## src/rtl/xmodem_imem_loader.sv

```systemverilog
// xmodem_imem_loader: XMODEM (checksum) receiver that streams 128-byte
// payloads into instruction memory as little-endian words and answers
// ACK/NAK through the UART TX FIFO. Raises o_done after the EOT handshake.
`timescale 1ns/1ps
module xmodem_imem_loader #(
  parameter int NB_INSTRUCTION  = 32,
  parameter int IMEM_ADDR_WIDTH = 7,
  parameter int NB_UART_DATA    = 8
) (
  input  logic                       clk,
  input  logic                       i_rst,
  input  logic                       i_en,
  input  logic [NB_UART_DATA-1:0]    i_uart_rx_data,
  input  logic                       i_uart_rx_empty,
  output logic                       o_uart_rd,
  output logic [NB_UART_DATA-1:0]    o_uart_wdata,
  output logic                       o_uart_wr,
  output logic                       o_uart_tx_start,
  input  logic                       i_uart_tx_done,
  output logic                       o_imem_wr,
  output logic [IMEM_ADDR_WIDTH-1:0] o_imem_addr,
  output logic [NB_INSTRUCTION-1:0]  o_imem_wdata,
  output logic                       o_busy,
  output logic                       o_done
);

  localparam logic [NB_UART_DATA-1:0] SOH = NB_UART_DATA'(8'h01);
  localparam logic [NB_UART_DATA-1:0] EOT = NB_UART_DATA'(8'h04);
  localparam logic [NB_UART_DATA-1:0] ACK = NB_UART_DATA'(8'h06);
  localparam logic [NB_UART_DATA-1:0] NAK = NB_UART_DATA'(8'h15);
  localparam int WORDS_PER_BLOCK = 32;
  localparam int WORD_LOW_BITS   = NB_INSTRUCTION - NB_UART_DATA;

  typedef enum logic [2:0] {IDLE, BLK, BLKN, DATA, CKSUM, RESP, WAIT_TX} state_t;

  state_t                       state;
  state_t                       state_next;
  logic                         take;
  logic                         gap;
  logic [6:0]                   byte_cnt;
  logic [NB_UART_DATA-1:0]      cksum;
  logic [NB_UART_DATA-1:0]      blk;
  logic [NB_UART_DATA-1:0]      blkn;
  logic [NB_UART_DATA-1:0]      expected;
  logic [IMEM_ADDR_WIDTH-1:0]   base;
  logic [WORD_LOW_BITS-1:0]     word;
  logic                         eot;
  logic [NB_UART_DATA-1:0]      resp;
  logic                         imem_wr_pend;
  logic                         busy;
  logic                         done;
  logic                         hdr_ok;
  logic                         sum_ok;

  // Header is consistent when block number and its complement agree.
  assign hdr_ok = ((blk ^ blkn) == '1);
  assign sum_ok = (cksum == i_uart_rx_data);

  // State register.
  always_ff @(posedge clk or posedge i_rst) begin
    if (i_rst) state <= IDLE;
    else       state <= state_next;
  end

  // Next state, RX pop and TX strobes; nothing moves while i_en is low.
  always_comb begin
    state_next      = state;
    take            = 1'b0;
    o_uart_wr       = 1'b0;
    o_uart_tx_start = 1'b0;
    if (i_en) begin
      case (state)
        IDLE, BLK, BLKN, DATA, CKSUM: take = !i_uart_rx_empty && !gap;
        RESP: begin
          o_uart_wr       = 1'b1;
          o_uart_tx_start = 1'b1;
          state_next      = WAIT_TX;
        end
        WAIT_TX: if (i_uart_tx_done) state_next = IDLE;
        default: state_next = IDLE;
      endcase
      if (take) begin
        case (state)
          IDLE: begin
            if (i_uart_rx_data == SOH)      state_next = BLK;
            else if (i_uart_rx_data == EOT) state_next = RESP;
          end
          BLK:   state_next = BLKN;
          BLKN:  state_next = DATA;
          DATA:  if (byte_cnt == 7'd127) state_next = CKSUM;
          CKSUM: state_next = RESP;
          default: state_next = state;
        endcase
      end
    end
  end

  assign o_uart_rd    = take;
  assign o_uart_wdata = resp;
  assign o_imem_wr    = imem_wr_pend && i_en;
  assign o_busy       = busy;
  assign o_done       = done;

  // Datapath: header capture, checksum, word assembly, IMEM write, response
  // selection and block bookkeeping. The gap flag starts set so no pop can
  // be issued during or straight out of reset.
  always_ff @(posedge clk or posedge i_rst) begin
    if (i_rst) begin
      gap          <= 1'b1;
      byte_cnt     <= '0;
      cksum        <= '0;
      blk          <= '0;
      blkn         <= '0;
      expected     <= NB_UART_DATA'(1);
      base         <= '0;
      word         <= '0;
      eot          <= 1'b0;
      resp         <= '0;
      imem_wr_pend <= 1'b0;
      o_imem_addr  <= '0;
      o_imem_wdata <= '0;
      busy         <= 1'b0;
      done         <= 1'b0;
    end else if (i_en) begin
      gap          <= take;
      imem_wr_pend <= 1'b0;
      case (state)
        IDLE: if (take) begin
          if (i_uart_rx_data == SOH) begin
            cksum    <= '0;
            byte_cnt <= '0;
            busy     <= 1'b1;
            if (done) begin
              base     <= '0;
              expected <= NB_UART_DATA'(1);
              done     <= 1'b0;
            end
          end else if (i_uart_rx_data == EOT) begin
            resp <= ACK;
            eot  <= 1'b1;
          end
        end
        BLK:  if (take) blk  <= i_uart_rx_data;
        BLKN: if (take) blkn <= i_uart_rx_data;
        DATA: if (take) begin
          cksum    <= cksum + i_uart_rx_data;
          word     <= {i_uart_rx_data, word[WORD_LOW_BITS-1:NB_UART_DATA]};
          byte_cnt <= byte_cnt + 7'd1;
          if (byte_cnt[1:0] == 2'd3) begin
            imem_wr_pend <= 1'b1;
            o_imem_addr  <= base + IMEM_ADDR_WIDTH'(byte_cnt[6:2]);
            o_imem_wdata <= {i_uart_rx_data, word};
          end
        end
        CKSUM: if (take) begin
          if (hdr_ok && sum_ok && blk == expected) begin
            resp     <= ACK;
            base     <= base + IMEM_ADDR_WIDTH'(WORDS_PER_BLOCK);
            expected <= expected + NB_UART_DATA'(1);
          end else if (hdr_ok && sum_ok && blk == expected - NB_UART_DATA'(1)) begin
            resp <= ACK;
          end else begin
            resp <= NAK;
          end
        end
        WAIT_TX: if (i_uart_tx_done) begin
          busy <= 1'b0;
          if (eot) begin
            done     <= 1'b1;
            eot      <= 1'b0;
            base     <= '0;
            expected <= NB_UART_DATA'(1);
          end
        end
        default: ;
      endcase
    end
  end

endmodule

```

## config.mk

```make
export PLATFORM = sky130hd
export DESIGN_NAME = xmodem_imem_loader
export DESIGN_NICKNAME = d
export VERILOG_FILES = /design/src/rtl/xmodem_imem_loader.sv
export SDC_FILE = /design/constraint.sdc
export NUM_CORES = 1
export LEC_CHECK = 0
export BUFFER_PORTS_ARGS = -buffer_cell sky130_fd_sc_hd__buf_2
export CAP_MARGIN = 20
export CORE_ASPECT_RATIO = 0.75
export CORE_MARGIN = 4
export CORE_UTILIZATION = 53
export DETAILED_ROUTE_END_ITERATION = 8
export PLACE_DENSITY = 0.76
export SETUP_SLACK_MARGIN = 0.05
export SYNTH_ARGS = -nofsm -noshare
export SYNTH_HDL_FRONTEND = slang
export SYNTH_SLANG_ARGS = --single-unit
export TNS_END_PERCENT = 50
```

## constraint.sdc

```tcl
create_clock -name clk -period 2.8 [get_ports clk]
set_input_delay 0 -clock clk [delete_from_list [all_inputs] [get_ports clk]]
set_output_delay 0 -clock clk [all_outputs]
set_load 0.02 [all_outputs]
```

# After elaboration in Yosys (flattened, before gate mapping)
# Index checks and enable logic that the tools add are counted.
[totals]
input_bits = 13
out_inout_bits = 53
elab_cells = 131
register_bits = 125
[op_classes]
muxes = 59
bitwise_logic = 1
n_reduce_logical = 24
n_addsub = 6
eq_ne = 25
[ops]
columns = ["operator", "n"]
rows = [
  ["$mux 8", 14],
  ["$mux 7", 10],
  ["$pmux 8 s2", 2],
  ["$eq 8x8->1", 3],
  ["$pmux 8 s3", 1],
  ["$pmux 7 s3", 1],
  ["$ne 2x2->1 const B", 10],
  ["$mux 1", 18],
  ["$reduce_and 6->1", 3],
  ["$mux 3", 5],
  ["$pmux 3 s5", 1],
  ["$pmux 7 s2", 1],
  ["$mux 5", 2],
  ["$reduce_and 5->1", 2],
  ["$eq 3x3->1 const B", 3],
  ["$pmux 3 s3", 1],
  ["$reduce_and 3->1", 3],
  ["$reduce_and 9->1", 1],
  ["$add 8x1->8 const B", 1],
  ["$add 8x8->8", 1],
  ["$eq 8x1->1 const B", 1],
  ["$eq 8x3->1 const B", 1],
  ["$eq 8x8->1 const B", 1],
  ["$sub 8x1->8 const B", 1],
  ["other kinds (18)", 28],
]

# Longest topological paths before layout
[depth]
depth_word = 8
mapped_depth = 9
mapped_depth_nobuf = 7

# Least setup slack after synthesis
# OpenSTA, ideal clock, no wires.
[synth_path]
kind = "register to register"
from = "reg expected[0]"
to = "reg expected[4]"
path_buffers = 1
synth_period_minus_slack_ns = 2.240
arrival_ns = 2.172
path_slack_ns = 0.560
setup_time_ns = 0.069
required_time_ns = 2.731
stages_incl_launch_ff = 8
path_cell_list = "dfstp_2 buf_6 xor2_1 or4b_4 nor4_4 nand2_4 or4_1 nand3_1"
[synth_via]
elab_chain_len = 4
elab_cells_between_ends = 8
cone_classes = "add/sub (1); eq/ne (2); mux (3); reduce/logical (2)"
[synth_lines]
columns = ["element", "line", "rtl"]
rows = [
  ["start, declared", "44", "logic [NB_UART_DATA-1:0] expected;"],
  ["start signal, assigned", "159", "expected <= expected + NB_UART_DATA'(1);"],
  ["$add 8x1->8 or $eq 8x8->1 (tied branches)", "159, 156", ""],
  ["$mux 8 or $logic_and 1x1->1 (tied branches)", "156", "if (hdr_ok && sum_ok && blk == expected) begin"],
  ["$mux 8 or $ne 2x2->1 (tied branches)", "n/a", ""],
  ["$pmux 8 s3 or $reduce_and 9->1 (tied branches)", "n/a", ""],
]
# Parallel ways exist; a longest one is shown, timed or not. The select of a mux whose other input is x is not followed.
# A chain may end at the register's enable or synchronous reset.

# Worst setup path in the final report
[layout_path]
from = "reg cksum[5]"
to = "reg expected[4]"
[layout_via]
elab_chain_len = 5
[layout_lines]
columns = ["element", "line", "rtl"]
rows = [
  ["start, declared", "41", "logic [NB_UART_DATA-1:0] cksum;"],
  ["start signal, assigned", "146", "cksum <= cksum + i_uart_rx_data;"],
  ["$eq 8x8->1", "57", "assign sum_ok = (cksum == i_uart_rx_data);"],
  ["$logic_and 1x1->1 (2 in a row)", "156", ""],
  ["$ne 2x2->1 (no source line)", "n/a", ""],
  ["$reduce_and 9->1 (no source line)", "n/a", ""],
]
# Every way passes these cells.

==> metrics.txt <==
# DRC=0; Slew Limit Fails=0; P_leak=0.003536 µW; Slew headroom=0.5600; Clk Latency, worst-skew pair=0.41 ns; WS Path Type=reg2reg; VDD IR-drop max=554.1 µV; Overall Global Routing Usage=0.2261; Syn Area/Cell=8.980 µm²; RSZ-0062 raised after global routing=no; hold_sp=i_uart_rx_empty; io pins=66; fin util=0.6579; pwr/cell area=896.4 nW/µm²; post-layout minimum cycle time=2.529 ns; Initial Utilization=0.5442; post-synth cell types=59; mux cell area share after synthesis=0.03784; CTS sink cnt=115; Ant. Diodes=0; largest net degree at the start of global routing=116; Synth Area in Adders=0.02582; Longest Clk Path Bufs=2; total gr overflow=0; CTS tree=built; max_cap viols=0; layout cell share with drive strength beyond 1=0.1978; Synth Register Bits=115; first-pass GRT wire length=22510 µm; Post-Synth Simple-Gate Area=0.2568; H-tree Lvls=4; Syn Inst Count=626; area of the mapped netlist=5622 µm²; DIE WIDTH=126.9 µm; XOR/XNOR Fraction of Synth Area=0.04207; die height=97.19 µm; maximum clock rate=0.3955 GHz; Syn. warnings=0; wire length per cell=15.83 µm; critical path required time=3.14 ns; GP Congestion=0.9149; Hold Vio Cnt, Final=0; Critical Path AT=2.87 ns; final setup fails=0; largest family of logic cells by synthesized area=simple AND/OR/NAND/NOR gates; DR vias=4695; post-route ant nets=0; Core Box Area=10330 µm²; Starting DRT DRC Count=504; Seq/Total Area, Yosys=0.5124; worst slew pin tran=0.6540 ns; Layout area overhead=20.90%; root buf cell=clkbuf_16; status=finished, final reports clean; initial antenna violation count=0; reg2reg start=cksum[5]$_DFFE_PP0P_; final cycle utilization of the critical path=0.9031; Setup crit end kind=flop; Layout Nets=724; die area=12340 µm²; clk_skew=0.007426 ns; fraction of registers with async set/reset=1.000; final setup TNS=0 ns; Site Rows=32; final WL=13440 µm; post-DP HPWL=8916 µm; PortBufs=61; startpoint types=flop; drt first pass iters=5; commonest non-fill, non-tap cell in the layout=nand2_1; post-CTS setup buffers=0; vias in the first global route=4444; Reg clk slew, reported paths=0.05 ns; Synth Area in Compound Gates=0.08413; Post-synth EDFFs=0; worst-path fanout max=9; Via density=5.530; critical path startpoint=cksum[5]$_DFFE_PP0P_; Main synth FF type=dfrtp_1; TritonCTS Buffers=17; most frequent cells in the layout=nand2_1 (227), dfrtp_1 (113), buf_2 (61); Hold WC Path Type=in2reg
## critical path: stages, from the launching register on
cell and delay (ns):
dfrtp_1 0.39, ha_1 0.35, nor4_1 0.32, nand2_1 0.14, nor4_2 0.52, nand2_4 0.15, or4_1 0.49, nand3_1 0.10
## report_power, final
part / internal (µW) / switching (µW)
Combinational: 617 / 813
Clock: 1550 / 731
Sequential: 2010 / 365
## flip-flops by register name, summed over array words and instances (netlist names), 2 cells and up
register      flops
blk               8
base              2
o_imem_wdata     32
byte_cnt          7
expected          8
o_imem_addr       7
o_uart_wdata      3
cksum             8
state             3
blkn              8
word             24
## worst paths after layout
kind                                                     end  slack (ns)  cells past startpoint
worst max-delay path                 expected[4]$_DFFE_PP0P_        0.27                      7
worst min-delay path                    state[1]$_DFFE_PP0P_        0.13                      5
worst max register to register       expected[4]$_DFFE_PP0P_        0.27                      7
worst min register to register  o_imem_wdata[12]$_DFFE_PP0P_        0.46                      2
max in group asynchronous            expected[7]$_DFFE_PP0P_        2.02                      4
min in group asynchronous       o_imem_wdata[25]$_DFFE_PP0P_        0.29                      4
## what timing repair did
action | CTS | global route
hold endpoints to repair | 144 | 0
gates resized for setup | 0 | 0
hold buffers | 11 | 0
## per-layer routing
layer	global-route usage	vias up	part of all wire
li1	-	2239	-
met1	0.3324	2265	0.46
met2	0.3411	168	0.46
met3	0.04286	23	0.067
met4	0.07007	0	0.014
met5	0	-	0
## metrics by stage
step	power [µW]	setup WS (ns)	instances	hold WS [ns]	area, µm²
floorplan	3413	0.5598	629	0.1054	5637
global placement	3682	0.3621	806	0.2196	6058
detailed placement	3770	0.3215	806	0.2284	6058
CTS	6108	0.2937	849	0.1121	6797
global route	6413	0.1043	849	0.1776	6797
finish	6093	0.2713	849	0.1272	6797
## layout make-up
cell class | instances | area, µm²
Multi-Input combinational cell | 467 | 2529
Clock inverter | 10 | 153.9
Sequential cell | 115 | 2880
Inverter | 12 | 48.80
Timing Repair Buffer | 87 | 540.5
Clock buffer | 22 | 474.2
Fill cell | 800 | 3533
Tap cell | 136 | 170.2
## kinds of logic after synthesis
family	count (synthesis)
flops	115
other cells	1
simple gates	329
fa+ha+maj	11
mux	19
compound gates	77
xor+xnor	27
buf+inv	47
## synth_stat cells, drive strengths merged (3+ instances only)
master  count  area, µm²
a31oi       4      25.02
nor3b       3      27.52
and2        4      25.03
nand4       7      43.79
nand3      27      135.1
inv        12      45.04
ha         10      125.1
and3        5      31.28
buf        10      77.57
nand2     228      863.3
or3         7      45.05
mux2       18      202.7
xor2       19      166.4
a21o        3      23.77
o21ai      37      185.2
clkbuf     25      103.9
or2         4      25.02
xnor2       8      70.07
nor4        5      52.55
dfrtp     113       2828
a21oi       9      45.04
o211ai      7      52.55
nor2       22      82.58
nor3       10      55.05
Power figures use the tool's default switching activity.
